### src/rtl/cpu_types_pkg.sv
// Shared CPU types: machine word, fetch-stage state and next-PC selection.
package cpu_types_pkg;

  localparam int unsigned WORD_W = 32;

  typedef logic [WORD_W-1:0] word_t;

  typedef enum logic [1:0] {
    FETCH  = 2'd0,
    HOLD   = 2'd1,
    HALTED = 2'd2
  } fetch_state_t;

  typedef enum logic [1:0] {
    PC_HOLD     = 2'd0,
    PC_INC      = 2'd1,
    PC_REDIRECT = 2'd2
  } pc_sel_t;

endpackage

### src/rtl/pc_reg.sv
// Program counter register with its hold / +4 / redirect next-PC select.
module pc_reg
  import cpu_types_pkg::*;
#(
  parameter word_t RESET_PC = 32'h00000000
) (
  input  logic    CLK,
  input  logic    nRST,
  input  pc_sel_t pc_sel,
  input  word_t   redirect_addr,
  output word_t   pc,
  output word_t   pcp4
);

  word_t pc_next;

  assign pcp4 = pc + WORD_W'(4);

  // Redirect targets are forced word-aligned.
  always_comb begin
    pc_next = pc;
    case (pc_sel)
      PC_INC:      pc_next = pcp4;
      PC_REDIRECT: pc_next = redirect_addr & ~WORD_W'(3);
      default:     pc_next = pc;
    endcase
  end

  always_ff @(posedge CLK or negedge nRST) begin
    if (!nRST) begin
      pc <= RESET_PC;
    end else begin
      pc <= pc_next;
    end
  end

endmodule

### src/rtl/fetch_unit.sv
// Instruction fetch stage: streams words into IF/ID, buffers one word across
// a decode stall, and handles redirects and halt.
module fetch_unit
  import cpu_types_pkg::*;
#(
  parameter logic [31:0] RESET_PC = 32'h00000000
) (
  input  logic        CLK,
  input  logic        nRST,
  input  logic        ihit,
  input  logic [31:0] imemload,
  input  logic        stall,
  input  logic        redirect,
  input  logic [31:0] redirect_addr,
  input  logic        halt,
  output logic        imemREN,
  output logic [31:0] imemaddr,
  output logic        ifid_enable,
  output logic        ifid_flush,
  output logic [31:0] instr_out,
  output logic [31:0] pcp4_out
);

  fetch_state_t state, next_state;
  pc_sel_t      pc_sel;
  word_t        pc, pcp4;
  word_t        ibuf;
  logic         ibuf_load;

  pc_reg #(.RESET_PC(RESET_PC)) u_pc_reg (
    .CLK           (CLK),
    .nRST          (nRST),
    .pc_sel        (pc_sel),
    .redirect_addr (redirect_addr),
    .pc            (pc),
    .pcp4          (pcp4)
  );

  assign imemaddr = pc;
  assign pcp4_out = pcp4;

  always_ff @(posedge CLK or negedge nRST) begin
    if (!nRST) begin
      state <= FETCH;
      ibuf  <= '0;
    end else begin
      state <= next_state;
      if (ibuf_load) begin
        ibuf <= imemload;
      end
    end
  end

  // Priority within an active state: halt, then redirect, then stall/ihit.
  always_comb begin
    next_state  = state;
    pc_sel      = PC_HOLD;
    ibuf_load   = 1'b0;
    imemREN     = 1'b0;
    ifid_enable = 1'b0;
    ifid_flush  = 1'b0;
    instr_out   = imemload;

    case (state)
      FETCH: begin
        imemREN = 1'b1;
        if (halt) begin
          ifid_enable = 1'b1;
          ifid_flush  = 1'b1;
          next_state  = HALTED;
        end else if (redirect) begin
          ifid_enable = 1'b1;
          ifid_flush  = 1'b1;
          pc_sel      = PC_REDIRECT;
        end else if (ihit && !stall) begin
          ifid_enable = 1'b1;
          pc_sel      = PC_INC;
        end else if (ihit) begin
          ibuf_load  = 1'b1;
          next_state = HOLD;
        end
      end
      HOLD: begin
        instr_out = ibuf;
        if (halt) begin
          ifid_enable = 1'b1;
          ifid_flush  = 1'b1;
          next_state  = HALTED;
        end else if (redirect) begin
          ifid_enable = 1'b1;
          ifid_flush  = 1'b1;
          pc_sel      = PC_REDIRECT;
          next_state  = FETCH;
        end else if (!stall) begin
          ifid_enable = 1'b1;
          pc_sel      = PC_INC;
          next_state  = FETCH;
        end
      end
      HALTED: begin
        next_state = HALTED;
      end
      default: begin
        next_state = FETCH;
      end
    endcase

    // Outputs stay quiet for the whole time reset is held.
    if (!nRST) begin
      imemREN     = 1'b0;
      ifid_enable = 1'b0;
      ifid_flush  = 1'b0;
    end
  end

endmodule

### config.mk
export PLATFORM = sky130hd
export DESIGN_NAME = fetch_unit
export DESIGN_NICKNAME = d
export VERILOG_FILES = /design/src/rtl/cpu_types_pkg.sv /design/src/rtl/pc_reg.sv /design/src/rtl/fetch_unit.sv
export SDC_FILE = /design/constraint.sdc
export NUM_CORES = 1
export LEC_CHECK = 0
export CELL_PAD_IN_SITES_DETAIL_PLACEMENT = 0
export CELL_PAD_IN_SITES_GLOBAL_PLACEMENT = 1
export CORE_AREA = 3 3 113 115
export CTS_CLUSTER_DIAMETER = 30
export DETAILED_ROUTE_END_ITERATION = 8
export DIE_AREA = 0 0 116 118
export GPL_TIMING_DRIVEN = 0
export HOLD_SLACK_MARGIN = 0.05
export MAX_ROUTING_LAYER = met4
export PLACE_DENSITY = 0.83
export SKIP_CTS_REPAIR_TIMING = 1
export SYNTH_ARGS = -nofsm -noshare
export SYNTH_HDL_FRONTEND = slang
export SYNTH_SLANG_ARGS = --single-unit
export TNS_END_PERCENT = 100
### constraint.sdc
create_clock -name CLK -period 3.76 [get_ports CLK]
set_input_delay 1.128 -clock CLK [delete_from_list [all_inputs] [get_ports CLK]]
set_output_delay 1.128 -clock CLK [all_outputs]
set_load 0.03 [all_outputs]
==> impl_metrics.yaml, run 1 <==
power_and_ir_drop:
  p_total_mw: 2.152
  p_sw_mw: 0.5551
  p_leak_nw: 2.680
  pwr-share-comb_pct: 18.9
  power_frac_clock_pct: 46.4
  p_per_area_nw_per_um2: 336.7
  p_int_mw: 1.597
  vdd_drop_max_uv: 157.7
  switching_share_pct: 25.80
  p_seq_share_pct: 34.6
critical_path:
  critPathCapture: "pcp4_out[30]"
  cp_max_fo: 10
  rrSetupSlack_ps: 1270
  cp-end-kind: "output port"
  setup.worst_path.start_class: "register"
  cpPeakStageDelay_ps: 700
  worstSetupStartpoint: "u_pc_reg.pc[6]"
  r2r_cells: 8
  crit_type: "reg -> out"
  cpMaxStageDelayCell: "clkdlybuf4s50_1"
  crit_arrival_ps: 2720
  path_cells: "nand3_4 -> clkbuf_1 -> nor4_2 -> nand2_1 -> xnor2_1 -> clkdlybuf4s50_1"
  required_ps: 2630
  timing.rr.end: "u_pc_reg.pc[31]"
  r2r-start: "state[0]"
global_routing:
  grt_usage_pct: 20.19
  grt_max_degree: 66
  grt.overflow.total: 0
  antenna_found_initial: 0
  grt_pass1_vias: 4060
  grt_pass1_wl_um: 21270
placed_design:
  dpl_worst_slack_ps: -490.2
  numPortBuffers: 162
  gp_congestion: 0.8302
  place_hpwl_um: 9996
floorplanning:
  rows: 40
  die_x_um: 116
  die_h_um: 118
  fp.coreArea_um2: 11910
  initial_core_util_pct: 33.68
  die_area_um2: 13690
  ios: 169
routing:
  ant_nets: 0
  drt_iter0_markers: 332
  wl_um: 13830
  dr.pass1.iters: 4
  wl_per_cell_um: 18.68
  drc_errors: 0
  vias: 3990
  viasPerCell: 5.392
timing:
  fin_ws_ps: -83.81
  fmax_ghz: 0.2602
  finalSetupViolCount: 4
  whs_ps: 499.3
  rsz0062_at_grt: "yes"
  maxSlewHeadroom_pct: 57.63
  slew_viol_final: 0
  hold_violations: 0
  fin_crit_ps: 3844
  final.setup_skew_ps: 8.131
  tightest_slew_ps: 635.6
  fin_crit_sh_pct: 102.2
clock_network:
  ctsHtreeMaxLevel: 3
  clkTransAtPathRegs_ps: 60
  cts_buffers: 9
  clock-sinks: 64
  cts_tree: "done"
  root_buffer: "clkbuf_16"
  clock_path_buffers: 2
  clk-insertion-delay-late_ps: 330
synthesis:
  synth_edf_count: 0
  async_reset_ff_share_pct: 100.0
  synthFlopType: "dfrtp_1"
  synthTopCellsByArea: "dfrtp_1 (40%), mux2_2 (18%), xnor2_1 (4.4%)"
  yosysTopAreaCell: "dfrtp_1"
  yosysTopAreaCellShare_pct: 39.93
  synth_cell_types: 53
  netlist_instances: 404
  ys_warn_count: 0
  yosysSeqAreaShare_pct: 39.93
  synth_area_um2: 4011
  syn_area_per_cell_um2: 9.929
  synth-seq-cells: 64
layout:
  largest_register_ffs: 32
  drive_above_1_share_pct: 22.09
  final_nets: 660
  mostFrequentLayoutCells: "clkdlybuf4s50_1 (143), mux2_2 (64), dfrtp_1 (62)"
  antenna_cells: 0
  syn2layout_area_growth_pct: 59.33
  utilization_pct: 53.66
  nFillCells: 1104
  layout_commonest_cell: "clkdlybuf4s50_1"
worst_hold_path:
  hold_path_class: "reg -> reg"
status:
  violations: "negative setup slack"
  status: "complete, but fails checks"
job:
  maxCapViolCount: 0
## per-layer routing
metal	GRT usage (%)	vias up	routed length [µm]
li1	-	1865	-
met1	25.07	1909	6002
met2	31.91	195	6475
met3	4.833	21	1118
met4	7.179	0	229
met5	-	-	0
## cell families (layout without fill, tap and decap cells)
kind of cell               Yosys count  in the layout  share of synthesized area [%]
buffers and inverters               47            233                          5.022
DFF                                 64             64                          39.93
xor gates and xnor gates            27             27                          5.895
other                                1              4                        0.09348
AOI/OAI and AO/OA                   82             82                          14.72
adders and majority gates            2              2                         0.6237
muxes                               66             66                          18.47
and+or+nand+nor                    115            115                          15.25
## metrics by stage
stage               area [µm²]  setup TNS [ps]  std cells
floorplan                 4023               0        407
global placement          5828          -70950        716
detailed placement        5826          -13150        716
CTS                       6181          -14260        732
global route              6391           -1220        740
finish                    6391          -239.0        740
## Yosys cell counts (2+ instances only)
cell type,number
o211ai_1,8
inv_1,11
o21ai_0,15
o31a_1,4
ha_1,2
or4_1,2
a31oi_1,5
nand3_1,15
clkbuf_1,19
mux2_2,64
a21oi_1,6
nor4_1,10
o311ai_0,3
and4_1,3
a22oi_1,16
buf_4,5
o311ai_1,5
a311oi_1,3
o21a_1,2
nor2_1,21
and3_1,2
xor2_1,7
nor3_1,16
nor4b_1,2
buf_1,5
mux2i_1,2
nor2b_1,2
a311o_1,2
dfrtp_1,64
nand2_1,20
nor3b_1,2
a211o_1,2
xnor2_1,20
or2_2,2
buf_2,5
nand2b_1,3
nand4_1,9
o2bb2ai_1,5
## critical path: cells and delay by family, from the launching register on
family,cells,cell delay [ps]
XOR/XNOR,1,190
buffers and inverters,2,970
flip-flops,1,490
AND/OR/NAND/NOR,3,740
## power by group through the flow
stage               logic [mW]  clock network [mW]  registers [mW]
floorplan                0.165                   0           0.775
global placement         0.397                   0           0.750
detailed placement       0.401                   0           0.752
CTS                      0.404                1.01           0.740
global route             0.431                1.05           0.749
finish                   0.407               0.999           0.745
## worst min path at each step
stage	slack, ps	to	cells past startpoint	start
after floorplan	470	state[1]	1	state[0]
after global placement	480	ibuf[26]	1	ibuf[26]
after detailed placement	490	ibuf[6]	1	ibuf[6]
after CTS	500	ibuf[6]	1	ibuf[6]
after global routing	510	ibuf[0]	1	ibuf[0]
final	500	ibuf[1]	1	ibuf[1]
## area by class of cell
type                       count  area (µm²)  share of cell area [%]
clock buffer                  11       252.7                   3.955
tap                          147       183.9                   2.878
timing repair buffer         171        1724                   26.98
sequential                    64        1604                   25.10
clock inverter                 5       102.6                   1.605
buffer                        33       162.7                   2.545
inverter                      13       52.55                  0.8222
multi-input combinational    296        2308                   36.12
Power figures use the tool's default switching activity.
==> run 2, diff against run 1 <==
--- a/config.mk
+++ b/config.mk
@@ -11,10 +11,10 @@
 export CTS_CLUSTER_DIAMETER = 30
 export DETAILED_ROUTE_END_ITERATION = 8
 export DIE_AREA = 0 0 116 118
-export GPL_TIMING_DRIVEN = 0
 export HOLD_SLACK_MARGIN = 0.05
 export MAX_ROUTING_LAYER = met4
 export PLACE_DENSITY = 0.83
+export REMOVE_ABC_BUFFERS = 1
 export SKIP_CTS_REPAIR_TIMING = 1
 export SYNTH_ARGS = -nofsm -noshare
 export SYNTH_HDL_FRONTEND = slang
==> impl_metrics.yaml, run 2 (synthesis gave the netlist of run 1 again) <==
floorplanning:
  die_x_um: 116
  die_area_um2: 13690
  initial_core_util_pct: 33.68
  die_h_um: 118
  fp.coreArea_um2: 11910
  rows: 40
  ios: 169
critical_path:
  required_ps: 2630
  rrSetupSlack_ps: 1490
  r2r_cells: 7
  cp_max_fo: 7
  crit_type: "reg -> out"
  crit_arrival_ps: 2470
  cpMaxStageDelayCell: "clkdlybuf4s50_1"
  path_cells: "nand4_1 -> buf_4 -> nor4_1 -> xor2_1 -> clkdlybuf4s50_1"
  setup.worst_path.start_class: "register"
  r2r-start: "u_pc_reg.pc[3]"
  cpPeakStageDelay_ps: 690
  timing.rr.end: "u_pc_reg.pc[26]"
  cp-end-kind: "output port"
global_routing:
  grt_max_degree: 65
  grt_pass1_vias: 3983
  grt_pass1_wl_um: 21200
  grt_usage_pct: 20.00
  antenna_found_initial: 0
  grt.overflow.total: 0
power_and_ir_drop:
  p_total_mw: 2.050
  p_sw_mw: 0.5627
  pwr-share-comb_pct: 19.2
  p_seq_share_pct: 36.3
  vdd_drop_max_uv: 229.1
  p_int_mw: 1.487
  power_frac_clock_pct: 44.5
  p_leak_nw: 2.608
  p_per_area_nw_per_um2: 325.7
  switching_share_pct: 27.45
timing:
  rsz0062_at_grt: "no"
  finalSetupViolCount: 0
  whs_ps: 502.1
  fin_crit_sh_pct: 95.81
  fin_ws_ps: 157.6
  hold_violations: 0
  final.setup_skew_ps: 8.580
  slew_viol_final: 0
  tightest_slew_ps: 859.2
  fin_crit_ps: 3602
  fmax_ghz: 0.2776
  fin_setup_tns_ps: 0
  maxSlewHeadroom_pct: 42.72
layout:
  largest_register_ffs: 32
  fin_area_um2: 6295
  mostFrequentLayoutCells: "clkdlybuf4s50_1 (142), mux2_2 (64), dfrtp_1 (62)"
  nFillCells: 1084
  drive_above_1_share_pct: 24.78
  layout_commonest_cell: "clkdlybuf4s50_1"
  final_nets: 648
  utilization_pct: 52.85
  syn2layout_area_growth_pct: 56.92
  antenna_cells: 0
  finalNonFillerCells: 728
placed_design:
  placed_area_um2: 5897
  gp_congestion: 0.8307
  numPortBuffers: 162
  place_hpwl_um: 9956
  dpl_worst_slack_ps: 176.6
  dp_cells: 711
routing:
  drc_errors: 0
  wl_per_cell_um: 18.71
  viasPerCell: 5.371
  dr.pass1.iters: 5
  ant_nets: 0
  vias: 3910
  wl_um: 13620
  drt_iter0_markers: 216
clock_network:
  clkTransAtPathRegs_ps: 60
  cts_buffers: 9
  clock_path_buffers: 2
  root_buffer: "clkbuf_16"
  cts_tree: "done"
  ctsHtreeMaxLevel: 3
  clk-insertion-delay-late_ps: 330
  clock-sinks: 64
worst_hold_path:
  worst_hold_startpoint: "ibuf[17]"
  holdPathStages: 1
  holdPathEnd: "ibuf[17]"
  hold_path_class: "reg -> reg"
job:
  maxCapViolCount: 0
status:
  status: "complete, no violations"
## run 2: changes by cell type in the layout (fill, tap and decap cells not counted), moves of 4 or more
cell            before  now
dlymetal6s2s_1      15    4
buf_4               15   42
clkbuf_1             9    0
clkbuf_2            10    0
buf_1                5    0
buf_2                5    1
## run 2: metal layers
layer	up-vias	global-route usage (%)	routed length [µm]
met1	1898	25.84	6063
met2	166	31.40	6372
met3	6	5.090	1090
li1	1840	-	-
met4	0	4.859	93
met5	-	-	0
## run 2: worst max path at each step
| stage | from | endpoint | slack [ps] | cells past startpoint |
|---|---|---|---|---|
| after floorplan | u_pc_reg.pc[5] | pcp4_out[17] | -160 | 4 |
| after global placement | imemload[23] | instr_out[23] | 190 | 3 |
| after detailed placement | imemload[11] | instr_out[11] | 180 | 3 |
| after CTS | u_pc_reg.pc[8] | pcp4_out[17] | -120 | 5 |
| after global routing | u_pc_reg.pc[3] | pcp4_out[9] | 10 | 5 |
| final | u_pc_reg.pc[8] | pcp4_out[13] | 160 | 5 |
## run 2: area by class of cell
type | count | area (µm²) | share of cell area, %
Clock buffer | 9 | 225.2 | 3.578
Tap cell | 147 | 183.9 | 2.922
Clock inverter | 7 | 95.09 | 1.511
Timing Repair Buffer | 192 | 1852 | 29.42
Inverter | 13 | 48.80 | 0.7752
Sequential cell | 64 | 1604 | 25.48
Multi-Input combinational cell | 296 | 2286 | 36.31
## run 2: critical path: cells and delay by family (launching register included)
kind / cells / cell delay [ps]
XOR/XNOR: 1 / 180
buffers and inverters: 2 / 880
AND/OR/NAND/NOR: 2 / 600
flip-flops: 1 / 470
## run 2: power groups by stage
stage	combinational [mW]	sequential (mW)	clock, mW
after floorplan	0.155	0.779	0
after global placement	0.391	0.753	0
after detailed placement	0.395	0.755	0
after CTS	0.396	0.743	0.933
after global routing	0.417	0.749	0.960
final	0.393	0.745	0.912
==> run 3, diff against run 2 <==
--- a/config.mk
+++ b/config.mk
@@ -16,6 +16,7 @@
 export PLACE_DENSITY = 0.83
 export REMOVE_ABC_BUFFERS = 1
 export SKIP_CTS_REPAIR_TIMING = 1
+export SLEW_MARGIN = 10
 export SYNTH_ARGS = -nofsm -noshare
 export SYNTH_HDL_FRONTEND = slang
 export SYNTH_SLANG_ARGS = --single-unit
==> results of run 3 <==
Same layout as run 2: the final DEF is identical, and so are final timing and power.
